`src/rtl/logic_unit_pipe_if.sv`:
```
// Bundle of the logic unit's handshake and data signals: issue side
// (a/b/op with valid/ready), result side (o/zero with valid/ready),
// the hazard-unit flush and the occupancy count.
interface logic_unit_pipe_if #(
  parameter int WIDTH = 32,
  parameter int OCCW  = 3
);
  logic             flush;
  logic             in_valid;
  logic             in_ready;
  logic [2:0]       op;
  logic [WIDTH-1:0] a;
  logic [WIDTH-1:0] b;
  logic             out_valid;
  logic             out_ready;
  logic [WIDTH-1:0] o;
  logic             zero;
  logic [OCCW-1:0]  occ;

  // Producer/consumer side driving operands and accepting results.
  modport master (
    output flush, in_valid, op, a, b, out_ready,
    input  in_ready, out_valid, o, zero, occ
  );

  // The logic unit itself.
  modport slave (
    input  flush, in_valid, op, a, b, out_ready,
    output in_ready, out_valid, o, zero, occ
  );
endinterface

```
`src/rtl/logic_unit_pipe.sv`:
```
// Pipelined bitwise logic unit for the EX stage. The result and its zero
// flag are computed in front of stage 0 and then carried unchanged through
// STAGES register stages. Each stage has its own valid bit, and the ready
// chain lets empty stages fill even when the output is stalled. Flush drops
// every in-flight op; reset drops them asynchronously.
module logic_unit_pipe #(
  parameter int WIDTH  = 32,
  parameter int STAGES = 2,
  parameter int OCCW   = 3
) (
  input  logic             clk,
  input  logic             rst,
  logic_unit_pipe_if.slave bus
);

  logic [STAGES-1:0] v_q;
  logic [WIDTH-1:0]  r_q [STAGES];
  logic [STAGES-1:0] z_q;
  logic [STAGES-1:0] rdy;
  logic [WIDTH-1:0]  res_d;
  logic              zero_d;
  logic [OCCW-1:0]   occ_d;
  logic              accept;

  // Op decode: result and zero flag ahead of the stage 0 register.
  always_comb begin
    res_d = '0;
    case (bus.op)
      3'b000: res_d = bus.a & bus.b;
      3'b001: res_d = bus.a | bus.b;
      3'b010: res_d = bus.a ^ bus.b;
      3'b011: res_d = ~(bus.a | bus.b);
      3'b100: res_d = bus.a & ~bus.b;
      3'b101: res_d = bus.a | ~bus.b;
      3'b110: res_d = bus.a;
      3'b111: res_d = ~bus.a;
      default: res_d = '0;
    endcase
    zero_d = ~|res_d;
  end

  // Ready chain from the output back to stage 0: a stage can take new data
  // when it is empty or its current contents move on this cycle.
  always_comb begin
    rdy = '0;
    rdy[STAGES-1] = !v_q[STAGES-1] | bus.out_ready;
    for (int i = STAGES - 2; i >= 0; i--) begin
      rdy[i] = !v_q[i] | rdy[i+1];
    end
  end

  assign bus.in_ready = rdy[0] & !bus.flush & !rst;
  assign accept       = bus.in_valid & bus.in_ready;

  // Stage registers: load on accept/advance, hold when stalled, flush kills valids only.
  always_ff @(posedge clk or posedge rst) begin
    if (rst) begin
      v_q <= '0;
      z_q <= '1;
      for (int i = 0; i < STAGES; i++) begin
        r_q[i] <= '0;
      end
    end else begin
      if (bus.flush) begin
        v_q[0] <= 1'b0;
      end else if (rdy[0]) begin
        v_q[0] <= accept;
      end
      if (accept) begin
        r_q[0] <= res_d;
        z_q[0] <= zero_d;
      end
      for (int i = 1; i < STAGES; i++) begin
        if (bus.flush) begin
          v_q[i] <= 1'b0;
        end else if (rdy[i]) begin
          v_q[i] <= v_q[i-1];
        end
        if (v_q[i-1] && rdy[i]) begin
          r_q[i] <= r_q[i-1];
          z_q[i] <= z_q[i-1];
        end
      end
    end
  end

  // Occupancy: number of stages currently holding a valid op.
  always_comb begin
    occ_d = '0;
    for (int i = 0; i < STAGES; i++) begin
      occ_d = occ_d + OCCW'(v_q[i]);
    end
  end

  assign bus.occ       = occ_d;
  assign bus.out_valid = v_q[STAGES-1];
  assign bus.o         = r_q[STAGES-1];
  assign bus.zero      = z_q[STAGES-1];

endmodule

```
`src/flat_wrapper.sv`:
```
// flat-port wrapper written by rule: the top's interface ports become plain ports
module logic_unit_pipe_flat 
#(
  parameter int WIDTH  = 32,
  parameter int STAGES = 2,
  parameter int OCCW   = 3
)
  (clk, rst, bus_flush, bus_in_valid, bus_op, bus_a, bus_b, bus_out_ready, bus_in_ready, bus_out_valid, bus_o, bus_zero, bus_occ);
  logic_unit_pipe_if #(.WIDTH(WIDTH), .OCCW(OCCW)) bus_i ();
  input  logic clk;
  input  logic rst;
  input wire logic [$bits(bus_i.flush)-1:0] bus_flush;
  input wire logic [$bits(bus_i.in_valid)-1:0] bus_in_valid;
  input wire logic [$bits(bus_i.op)-1:0] bus_op;
  input wire logic [$bits(bus_i.a)-1:0] bus_a;
  input wire logic [$bits(bus_i.b)-1:0] bus_b;
  input wire logic [$bits(bus_i.out_ready)-1:0] bus_out_ready;
  output wire logic [$bits(bus_i.in_ready)-1:0] bus_in_ready;
  output wire logic [$bits(bus_i.out_valid)-1:0] bus_out_valid;
  output wire logic [$bits(bus_i.o)-1:0] bus_o;
  output wire logic [$bits(bus_i.zero)-1:0] bus_zero;
  output wire logic [$bits(bus_i.occ)-1:0] bus_occ;
  assign bus_i.flush = bus_flush;
  assign bus_i.in_valid = bus_in_valid;
  assign bus_i.op = bus_op;
  assign bus_i.a = bus_a;
  assign bus_i.b = bus_b;
  assign bus_i.out_ready = bus_out_ready;
  assign bus_in_ready = bus_i.in_ready;
  assign bus_out_valid = bus_i.out_valid;
  assign bus_o = bus_i.o;
  assign bus_zero = bus_i.zero;
  assign bus_occ = bus_i.occ;
  logic_unit_pipe #(.WIDTH(WIDTH), .STAGES(STAGES), .OCCW(OCCW)) u_core (.clk(clk), .rst(rst), .bus(bus_i));
endmodule
```
`config.mk`:
```
export PLATFORM = sky130hd
export DESIGN_NAME = logic_unit_pipe_flat
export DESIGN_NICKNAME = d
export VERILOG_FILES = /design/src/rtl/logic_unit_pipe_if.sv /design/src/rtl/logic_unit_pipe.sv /design/src/flat_wrapper.sv
export SDC_FILE = /design/constraint.sdc
export NUM_CORES = 1
export LEC_CHECK = 0
export ABC_CLOCK_PERIOD_IN_PS = 2900
export BUFFER_PORTS_ARGS = -buffer_cell sky130_fd_sc_hd__buf_2
export CORE_UTILIZATION = 40
export DETAILED_ROUTE_END_ITERATION = 7
export PLACE_DENSITY_LB_ADDON = 0.25
export REMOVE_ABC_BUFFERS = 1
export SLEW_MARGIN = 40
export SYNTH_ARGS = -nofsm -noshare
export SYNTH_HDL_FRONTEND = slang
export SYNTH_SLANG_ARGS = --single-unit
```
`constraint.sdc`:
```
create_clock -name clk -period 2.9 [get_ports clk]
set_clock_uncertainty 0.15 [all_clocks]
set_input_delay 0.58 -clock clk [delete_from_list [all_inputs] [get_ports clk]]
set_output_delay 0.58 -clock clk [all_outputs]
set_load 0.05 [all_outputs]
```
* Word-level counts from Yosys, hierarchy flattened
Index checks and enable logic that the tools add are counted.
** Operators by class
- $add $sub $neg :: 1
- Equal/unequal tests :: 7
- Multiplexer cells :: 5
- Bitwise operators :: 13
- Reduce and logical (&&, ||, !) cells :: 10
** Operator list (count)
- 32-bit one-hot mux with 8 select lines :: 1
- 32-bit NOT :: 3
- 32-bit AND :: 2
- 32-bit OR :: 2
- 32-bit OR reduction :: 1
- 32-bit bitwise XOR :: 1
- 3-bit equality test (second input constant) :: 4
- 3-bit by 2-bit equality test with 1-bit output (second input constant) :: 2
- 1-bit logical NOT :: 5
- 1-bit 2-to-1 mux :: 4
- 2-bit nonzero test :: 2
- 1-bit AND :: 3
- 3-bit by 1-bit equality test with 1-bit output (second input constant) :: 1
- 3-bit logical NOT :: 1
- 1-bit by 1-bit adder with 2-bit output :: 1
- 1-bit OR :: 2
- 1-bit logical AND :: 1
** Storage, ports and cells
- Register bits after elaboration :: 68
- Input port bits :: 72
- Output and inout bits :: 38

* Logic depth before layout (Yosys ltp)
Gate-level depths: netlist of run 1.
- Depth after elaboration :: 8
- Mapped depth :: 11
- Mapped depth without buffers :: 9

* Least setup slack after synthesis of run 1
No wires, ideal clock.
- Path kind :: flip-flop to flip-flop
- Start :: register u_core.v_q[1]
- End :: register u_core.z_q[0]
- Arrival time :: 3267 ps
- Data required time :: 2687 ps
- Slack :: -580 ps
- Stages on the path, launching flop included :: 8
- Period minus slack after synthesis :: 3480 ps
- Cells stage by stage :: dfrtp_1 > nor2b_1 > a211oi_1 > nand2_2 > a311oi_1 > nor4bb_1 > and4bb_1 > a32o_1
** On the way
- Longest elaborated chain between the ends :: 6
** RTL lines
- from (decl) :: RTL line logic_unit_pipe.sv:16 : logic [STAGES-1:0] v_q;
- from (signal, indexed assignment) :: RTL line logic_unit_pipe.sv:77 : v_q[i] <= v_q[i-1];
- 1-bit logical NOT :: RTL line logic_unit_pipe.sv:46 : rdy[STAGES-1] = !v_q[STAGES-1] | bus.out_ready;
- 1-bit OR :: RTL line logic_unit_pipe.sv:46
- 1-bit OR :: RTL line logic_unit_pipe.sv:48 : rdy[i] = !v_q[i] | rdy[i+1];
- 1-bit AND (2 in a row) :: RTL line logic_unit_pipe.sv:52 : assign bus.in_ready = rdy[0] & !bus.flush & !rst;
- named net bus_in_ready :: RTL line flat_wrapper.sv:18 : output wire logic [$bits(bus_i.in_ready)-1:0] bus_in_ready;
- 1-bit AND :: RTL line logic_unit_pipe.sv:53 : assign accept = bus.in_valid & bus.in_ready;
- to (signal assigned) :: RTL line logic_unit_pipe.sv:71 : z_q[0] <= zero_d;
- to (signal, indexed assignment) :: RTL line logic_unit_pipe.sv:81 : z_q[i] <= z_q[i-1];
- to (decl) :: RTL line logic_unit_pipe.sv:18 : logic [STAGES-1:0] z_q;
The timed path passes the listed nets, and every way through them passes these cells.
A chain may end at the register's enable or synchronous reset.

* Worst setup path in the final report of run 1
- Start :: input port bus_op[0]
- End :: register u_core.z_q[0]
** On the way
- Longest elaborated chain between the ends :: 4
- Elaborated cells on any way between the ends :: 11
- Those cells by class :: eq/ne: 7; mux: 1; reduce/logical: 3
** RTL lines
- from (decl) :: RTL line flat_wrapper.sv:14 : input wire logic [$bits(bus_i.op)-1:0] bus_op;
- 3-bit equality test (tied with other cells) :: RTL line logic_unit_pipe.sv:28 : case (bus.op)
- 32-bit one-hot mux with 8 select lines * :: RTL line logic_unit_pipe.sv:28
- 32-bit OR reduction * :: RTL line logic_unit_pipe.sv:39 : zero_d = ~|res_d;
- 1-bit logical NOT * :: RTL line logic_unit_pipe.sv:39
Every way passes the cells marked *; elsewhere a longest branch is shown, timed or not.

==> impl_metrics.ini, run 1 <==
[synth]
synthTopCellsByCount = 68 x inv_1, 66 x dfrtp_1, 65 x ha_1, 59 x o21ai_0, 52 x nand2_1
ys_warn_count = 0
yosysTopAreaCell = dfrtp_1
ys_async_sr_fraction = 1.00
synth_cell_types = 63
synth.most_common_cell = inv_1
ys_ff_latch = 68
synthCells = 693
yosys_most_used_dff = dfrtp_1
synth_top_area_frac = 0.266
synth.avg_cell_area_sq_um = 8.97
yosysSeqAreaShare = 0.274
synth_edf_count = 0
synthTopCellsByArea = dfrtp_1 27%, ha_1 13%, mux2_2 8.0%
syn_area_sq_um = 6220

[power_and_ir_drop]
ir_drop_uv = 299
p_seq_frac = 0.337
powerDensity_nw_per_um2 = 560
intPower_uw = 2340
sw_frac_of_total = 0.404
clkPwrFrac = 0.267
total_power_uw = 3930
pwr-share-comb = 0.396
power_switching_uw = 1590
p_leak_uw = 0.00359

[sta]
setup_viol = 0
rsz0062_at_grt = false
fin_crit_sh = 0.852
period_needed_ns = 2.47
hold_viol = 0
worst_pin_slew_ns = 0.591
slew_viol_final = 0
relSlewSlack = 0.606
max_clock_freq_mhz = 405
fin_hold_ws_ns = 0.208

[route]
wl_met3_microns = 696
drt-initial-drc-count = 245
wl_met2_microns = 7160
dr.max_layer_used = met4
detail-route-antenna-nets = 0
drt-pass1-iter-count = 4
dr_total_vias = 5004
via_per_inst = 5.23
drc = 0
drt-wirelength-per-cell_microns = 15.5
wirelength_microns = 14800
wl_met1_microns = 6730

[cells_and_area]
fin_cells = 956
drive_gt1_frac = 0.261
final_area_sq_um = 7020
finalNetCount = 898
syn2layout_area_growth_pct = 12.9

[cts]
clkLatencyLatePin_ns = 0.33
cts_tree = yes
clkTransAtPathRegs_ns = 0.06
cts_root_buffer = clkbuf_16
cts_sinks = 68
cts_resized = 0
cts_buffer_depth = 2
post-cts-setup-buffers = 0
numCtsBuffers = 9
hold_buffers = 0
cts-htree-levels = 3

[place]
place_hpwl_microns = 11300
place_area_sq_um = 6730
routabilityCongestion = 0.808
dp_cells = 938
port_buffers = 108

[setup_path]
crit_path_top_delay_cell = nor4bb_1
worst-r2r-setup-slack_ns = 0.54
timing.rr.start = u_core.v_q[1]
worstPathRequired_ns = 3.03
crit_path_start_kind = primary input
worst_ep_arrival_time_ns = 2.60
cp_max_fo = 20
cp-end-kind = flop
crit_type = primary input to flop
slowest_delay_ns = 0.39
critPathLaunch = bus_op[0]
crit_chain = buf_2 > buf_12 > mux2i_1 > o22a_1 > a21oi_1 > a311oi_1 > nor4bb_1 > and4bb_1 > a32o_1

[grt]
grt_pass1_vias = 5037
grt_max_degree = 55
grt_pass1_wl_microns = 24400
antenna_found_initial = 2
overflow = 0
track_usage = 0.191

[floorplanning]
coreArea_sq_um = 15200
pin_count = 110
start_util = 0.409
num_rows = 45
dieArea_sq_um = 16000
die_w_microns = 127
die_h_microns = 127

[job]
cap_violations = 0

[min_path]
hp-class = primary input to asynchronous set/reset pin

[outcome]
run_status = complete, no violations
## area by class of cell
| type | count | area [sq um] |
|---|---|---|
| diodes | 2 | 5.00 |
| clock inverters | 5 | 36.3 |
| inverters | 69 | 262 |
| fillers | 1503 | 8180 |
| flip-flops and latches | 68 | 1700 |
| clock buffers | 11 | 253 |
| multi-input cells | 481 | 3700 |
| repair buffers | 132 | 823 |
| well taps | 188 | 235 |
## placed cells by master, fill, tap and decap left out, drive strengths merged, types with 4 or more instances in the layout
| master | instances |
|---|---|
| buf | 132 |
| o22ai | 4 |
| mux2 | 44 |
| nor4 | 4 |
| clkbuf | 11 |
| inv | 69 |
| dfrtp | 66 |
| o211ai | 7 |
| nor3 | 8 |
| mux2i | 39 |
| ha | 65 |
| o21ai | 61 |
| xor2 | 21 |
| nand2 | 55 |
| a21oi | 32 |
| and2b | 6 |
| a211oi | 9 |
| nand3 | 7 |
| a31oi | 4 |
| nand2b | 6 |
| a32oi | 4 |
| nor2 | 24 |
| a21o | 5 |
| a221oi | 4 |
| xnor2 | 20 |
| a22oi | 6 |
| nor2b | 14 |
## registers in the layout, summed over array words and instances (netlist names)
name,flops
u_core.bus.o,32
u_core.r_q,32
u_core.v_q,2
u_core.z_q,2
## critical path: cells and delay by family
| kind | cells | cell delay, ns |
|---|---|---|
| AO/OA/AOI/OAI | 4 | 0.73 |
| AND/OR/NAND/NOR | 2 | 0.64 |
| buffers and inverters | 2 | 0.46 |
| multiplexers | 1 | 0.19 |
## through the flow
| stage | setup TNS (ns) | util | setup WS, ns |
|---|---|---|---|
| 2_1_floorplan | -23.38 | - | -1.21 |
| 3_3_place_gp | 0 | 0.442 | 0.135 |
| 3_5_place_dp | 0 | 0.442 | 0.0836 |
| 4_1_cts | 0 | 0.461 | 0.434 |
| 5_1_grt | 0 | 0.462 | 0.242 |
| 6_report | 0 | 0.462 | 0.429 |
## power groups by stage
stage	Clock, uW	Combinational (uW)	Sequential, uW
2_1_floorplan	0	566	1850
3_3_place_gp	0	1540	1330
3_5_place_dp	0	1570	1340
4_1_cts	1080	1570	1330
5_1_grt	1120	1680	1360
6_report	1050	1560	1320
## worst paths after layout
kind,endpoint,depth (start not counted)
min in group clk,u_core.v_q[1],2
min,u_core.r_q[44],3
max,u_core.z_q[0],9
max reg2reg,u_core.z_q[0],7
max in group asynchronous,u_core.z_q[0],3
min reg2reg,u_core.r_q[41],1
## logic make-up after synthesis
kind of cell / synth area share
adder cells (fa/ha/maj): 0.131
other: 0.000603
multiplexers: 0.143
AND/OR/NAND/NOR: 0.103
AO/OA/AOI/OAI: 0.160
flip-flops: 0.274
XOR/XNOR: 0.0578
buffers and inverters: 0.131
## routing by layer
metal | GRT usage | up-vias
li1 | - | 2497
met1 | 0.238 | 2377
met2 | 0.331 | 111
met3 | 0.0426 | 19
met4 | 0.0588 | 0
met5 | 0 | -
(Power assumes the default switching activity.)
==> run 2, diff against run 1 <==
ABC_CLOCK_PERIOD_IN_PS = unset   (was 2900)
REMOVE_ABC_BUFFERS = unset   (was 1)
==> run 2 against run 1 <==
Sequential cell count stayed put; sequential power hardly changed; die area stayed put; via count is 1.3% lower; cell area is 0.37% lower; setup slack worse by 0.042 ns; critical path depth is 1 lower; largest power group unchanged.
==> impl_metrics.ini, run 2 (synthesized netlist as in run 1, its figures left out) <==
[cts]
cts_buffer_depth = 2
clkLatencyLatePin_ns = 0.32
numCtsBuffers = 9
cts_root_buffer = clkbuf_16
cts-htree-levels = 3
clkTransAtPathRegs_ns = 0.05
post-cts-setup-buffers = 0
hold_buffers = 0
cts_tree = yes
cts_sinks = 68
cts_resized = 0

[floorplanning]
die_w_microns = 127
dieArea_sq_um = 16000
start_util = 0.409
coreArea_sq_um = 15200
pin_count = 110
num_rows = 45
die_h_microns = 127

[setup_path]
worstPathRequired_ns = 3.01
r2r-end = u_core.z_q[0]
critPathLaunch = bus_op[1]
crit_chain = buf_4 > or2b_1 > o32ai_1 > o21ai_0 > o221ai_1 > nor4bb_1 > and4bb_1 > a32o_1
worst-r2r-setup-slack_ns = 0.71
crit_path_start_kind = primary input
crit_type = primary input to flop
cp_max_fo = 19
reg2reg_depth = 7
cp_top_family = simple AND/OR/NAND/NOR gates
cp-end-kind = flop
crit_path_top_delay_cell = nor4bb_1
worst_ep_arrival_time_ns = 2.63
timing.rr.start = u_core.v_q[1]
worstPathBufferInverterCount = 1
slowest_delay_ns = 0.41

[sta]
hold_viol = 0
relSlewSlack = 0.667
max_clock_freq_mhz = 398
rsz0062_at_grt = false
setup_viol = 0
slew_viol_final = 0
period_needed_ns = 2.51
fin_crit_sh = 0.867
finalSetupTns_ns = 0
worst_pin_slew_ns = 0.494

[cells_and_area]
final_cell_mix = 107 x buf_2, 67 x inv_1, 66 x dfrtp_1, 65 x ha_1, 59 x o21ai_0
fin_cells = 954
layout.cells.most_common = buf_2
finalNetCount = 899
nFillCells = 1491
diodes = 0
drive_gt1_frac = 0.258
syn2layout_area_growth_pct = 12.5

[place]
port_buffers = 108
routabilityCongestion = 0.848
place_hpwl_microns = 11400
dp_cells = 939

[grt]
antenna_found_initial = 0
overflow = 0
grt_max_degree = 69
grt_pass1_vias = 4706
track_usage = 0.184
grt_pass1_wl_microns = 23600

[route]
drt-initial-drc-count = 241
drt-wirelength-per-cell_microns = 15.2
wirelength_microns = 14500
drc = 0
via_per_inst = 5.18
dr_total_vias = 4937
detail-route-antenna-nets = 0
drt-pass1-iter-count = 4

[synth]
syn_nets = 830

[min_path]
hp-class = primary input to asynchronous set/reset pin

[job]
cap_violations = 0

[outcome]
run_status = complete, no violations

[power_and_ir_drop]
p_leak_uw = 0.00359
ir_drop_uv = 359
powerDensity_nw_per_um2 = 555
-- run 2: power by group --
part	internal [uW]	switching, uW
clock	617	359
combinational	524	1050
sequential	1200	128
total	2340	1540
-- run 2: through the flow --
stage	area [sq um]	setup WS [ns]	power [uW]	hold slack, ns	utilization
after detailed placement	6720	0.0993	2930	0.316	0.442
after global routing	6990	0.218	4100	0.218	0.460
after CTS	6990	0.417	3920	0.205	0.460
after global placement	6720	0.144	2890	0.315	0.442
final	6990	0.387	3880	0.172	0.460
after floorplan	6220	0.0231	2720	0.296	-
-- run 2: worst max-delay path by stage --
stage               cells past startpoint            end  slack, ns
detailed placement                      8  u_core.z_q[0]        0.1
CTS                                     8  u_core.z_q[0]       0.42
finish                                  8  u_core.z_q[0]       0.39
global route                            8  u_core.z_q[0]       0.22
global placement                        9  u_core.z_q[0]       0.14
floorplan                               7  u_core.z_q[0]       0.02
-- run 2: layout make-up --
| cell class | instances | area [sq um] | area share |
|---|---|---|---|
| clock buffer | 13 | 260 | 0.0372 |
| inverter | 69 | 262 | 0.0374 |
| clock inverter | 2 | 10.0 | 0.00143 |
| timing repair buffer | 133 | 818 | 0.117 |
| multi-input combinational | 481 | 3700 | 0.530 |
| tap | 188 | 235 | 0.0336 |
| sequential | 68 | 1700 | 0.244 |
-- run 2: metal layers --
layer | track usage | routed length (microns) | vias up
met2 | 0.295 | 6640 | 95
met5 | 0 | 0 | -
met3 | 0.0257 | 568 | 8
met1 | 0.260 | 7160 | 2338
met4 | 0.0455 | 131 | 0
li1 | - | - | 2496
-- run 2: worst min-delay path: stages --
cell    delay (ns)
buf_2         0.11
inv_2         0.06
buf_12        0.29
==> run 3, diff against run 2 <==
RECOVER_POWER = 100   (was unset)
REMOVE_ABC_BUFFERS = 1   (was unset)
SETUP_SLACK_MARGIN = 0.2   (was unset)
==> run 3 against run 2 <==
The flow now finishes with violations (capacitance limit, slew limit); global-route usage grew 0.76 points; count of clock-buffer cells in the layout fell by 2; combinational power decreased by 4%; via count is 1.9% higher; utilization decreased by 0.33 points; critical path type unchanged.
==> impl_metrics.ini, run 3 (synthesized netlist as in run 1, its figures left out) <==
[cts]
numCtsBuffers = 9
hold_buffers = 0
cts_sinks = 68
cts_tree = yes
cts_buffer_depth = 2
post-cts-setup-buffers = 0
cts_resized = 0
clkLatencyLatePin_ns = 0.33
clkTransAtPathRegs_ns = 0.06
cts-htree-levels = 3
cts_root_buffer = clkbuf_16

[place]
place_hpwl_microns = 11300
port_buffers = 108
routabilityCongestion = 0.808
dp_cells = 938

[min_path]
hold_path_depth = 2
hp-class = primary input to flop

[grt]
grt_pass1_wl_microns = 24400
grt_max_degree = 55
overflow = 0
track_usage = 0.191
grt_pass1_vias = 5037
antenna_found_initial = 2

[cells_and_area]
nFillCells = 1518
final_cell_mix = 69 x buf_2, 68 x inv_1, 66 x dfrtp_1, 65 x ha_1, 59 x o21ai_0
seqCellArea_sq_um = 1700
finalNetCount = 898
multi_input_comb_area_sq_um = 3700
layout.cells.most_common = buf_2
fin_cells = 956
drive_gt1_frac = 0.205
syn2layout_area_growth_pct = 11.7

[power_and_ir_drop]
powerDensity_nw_per_um2 = 560
p_leak_uw = 0.00345
total_power_uw = 3890
ir_drop_uv = 299

[setup_path]
reg2reg_depth = 4
worst_ep_arrival_time_ns = 2.61
worstPathRequired_ns = 3.03
crit_type = primary input to flop
cp-end-kind = flop
cp_max_fo = 20
crit_path_start_kind = primary input
worst-r2r-setup-slack_ns = 0.47

[floorplanning]
coreArea_sq_um = 15200
pin_count = 110
start_util = 0.409
die_h_microns = 127
die_w_microns = 127
num_rows = 45
dieArea_sq_um = 16000

[sta]
slew_viol_final = 70
hold_viol = 0
worst_pin_slew_ns = 1.99
relSlewSlack = -0.325
period_needed_ns = 2.48
rsz0062_at_grt = false
max_clock_freq_mhz = 403
setup_viol = 0
fin_crit_sh = 0.855

[route]
drt-pass1-iter-count = 6
drt-initial-drc-count = 245
drt-wirelength-per-cell_microns = 15.5
drc = 0
detail-route-antenna-nets = 0
via_per_inst = 5.26
dr_total_vias = 5030
wirelength_microns = 14900

[outcome]
violations = capacitance limit, slew limit
run_status = finished, violations left

[job]
cap_violations = 2
==> run 3: where the power goes <==
part           total [uW]  internal [uW]  leakage, uW  switching [uW]
registers            1330           1200     0.000842             131
logic                1510            472      0.00247            1040
clock network        1050            625     0.000134             424
total                3890           2290      0.00345            1590
==> run 3: final timing paths <==
| check | from | end |
|---|---|---|
| max | bus_op[0] | u_core.z_q[0] |
| min | bus_flush | u_core.v_q[1] |
| max reg2reg | u_core.v_q[1] | u_core.bus.o[27] |
| min reg2reg | u_core.r_q[55] | u_core.r_q[55] |
| max in group asynchronous | rst | u_core.r_q[60] |
| min in group asynchronous | rst | u_core.r_q[44] |
==> run 3: metal layers <==
layer | wire, microns | part of all wire | up-vias | track usage
met3 | 755 | 0.051 | 19 | 0.0426
met4 | 252 | 0.017 | 0 | 0.0588
met1 | 6780 | 0.46 | 2388 | 0.238
met5 | 0 | 0 | - | 0
met2 | 7070 | 0.48 | 126 | 0.331
li1 | - | - | 2497 | -
==> run 3: critical path, stage by stage <==
cell      delay [ns]
buf_2           0.27
buf_12          0.20
mux2i_1         0.19
o22a_1          0.15
a21oi_1         0.06
a311oi_1        0.37
nor4bb_1        0.39
and4bb_1        0.25
a32o_1          0.15
==> run 3: area by class of cell <==
cell class / instances / share of cell area
multi-input combinational: 481 / 0.533
sequential: 68 / 0.245
timing repair buffer: 132 / 0.108
inverter: 69 / 0.0377
clock buffer: 11 / 0.0364
tap: 188 / 0.0339
clock inverter: 5 / 0.00523
antenna: 2 / 0.000721
==> run 3: stage by stage <==
stage                     hold slack (ns)   util  setup slack, ns  setup TNS, ns  instance area [sq um]
after floorplan                     0.296      -            -1.21         -23.38                   5660
after global placement              0.309  0.442            0.135              0                   6730
after detailed placement            0.316  0.442           0.0836              0                   6730
after CTS                           0.217  0.461            0.434              0                   7010
after global routing                0.285  0.457            0.168              0                   6940
final                               0.288  0.457            0.420              0                   6940
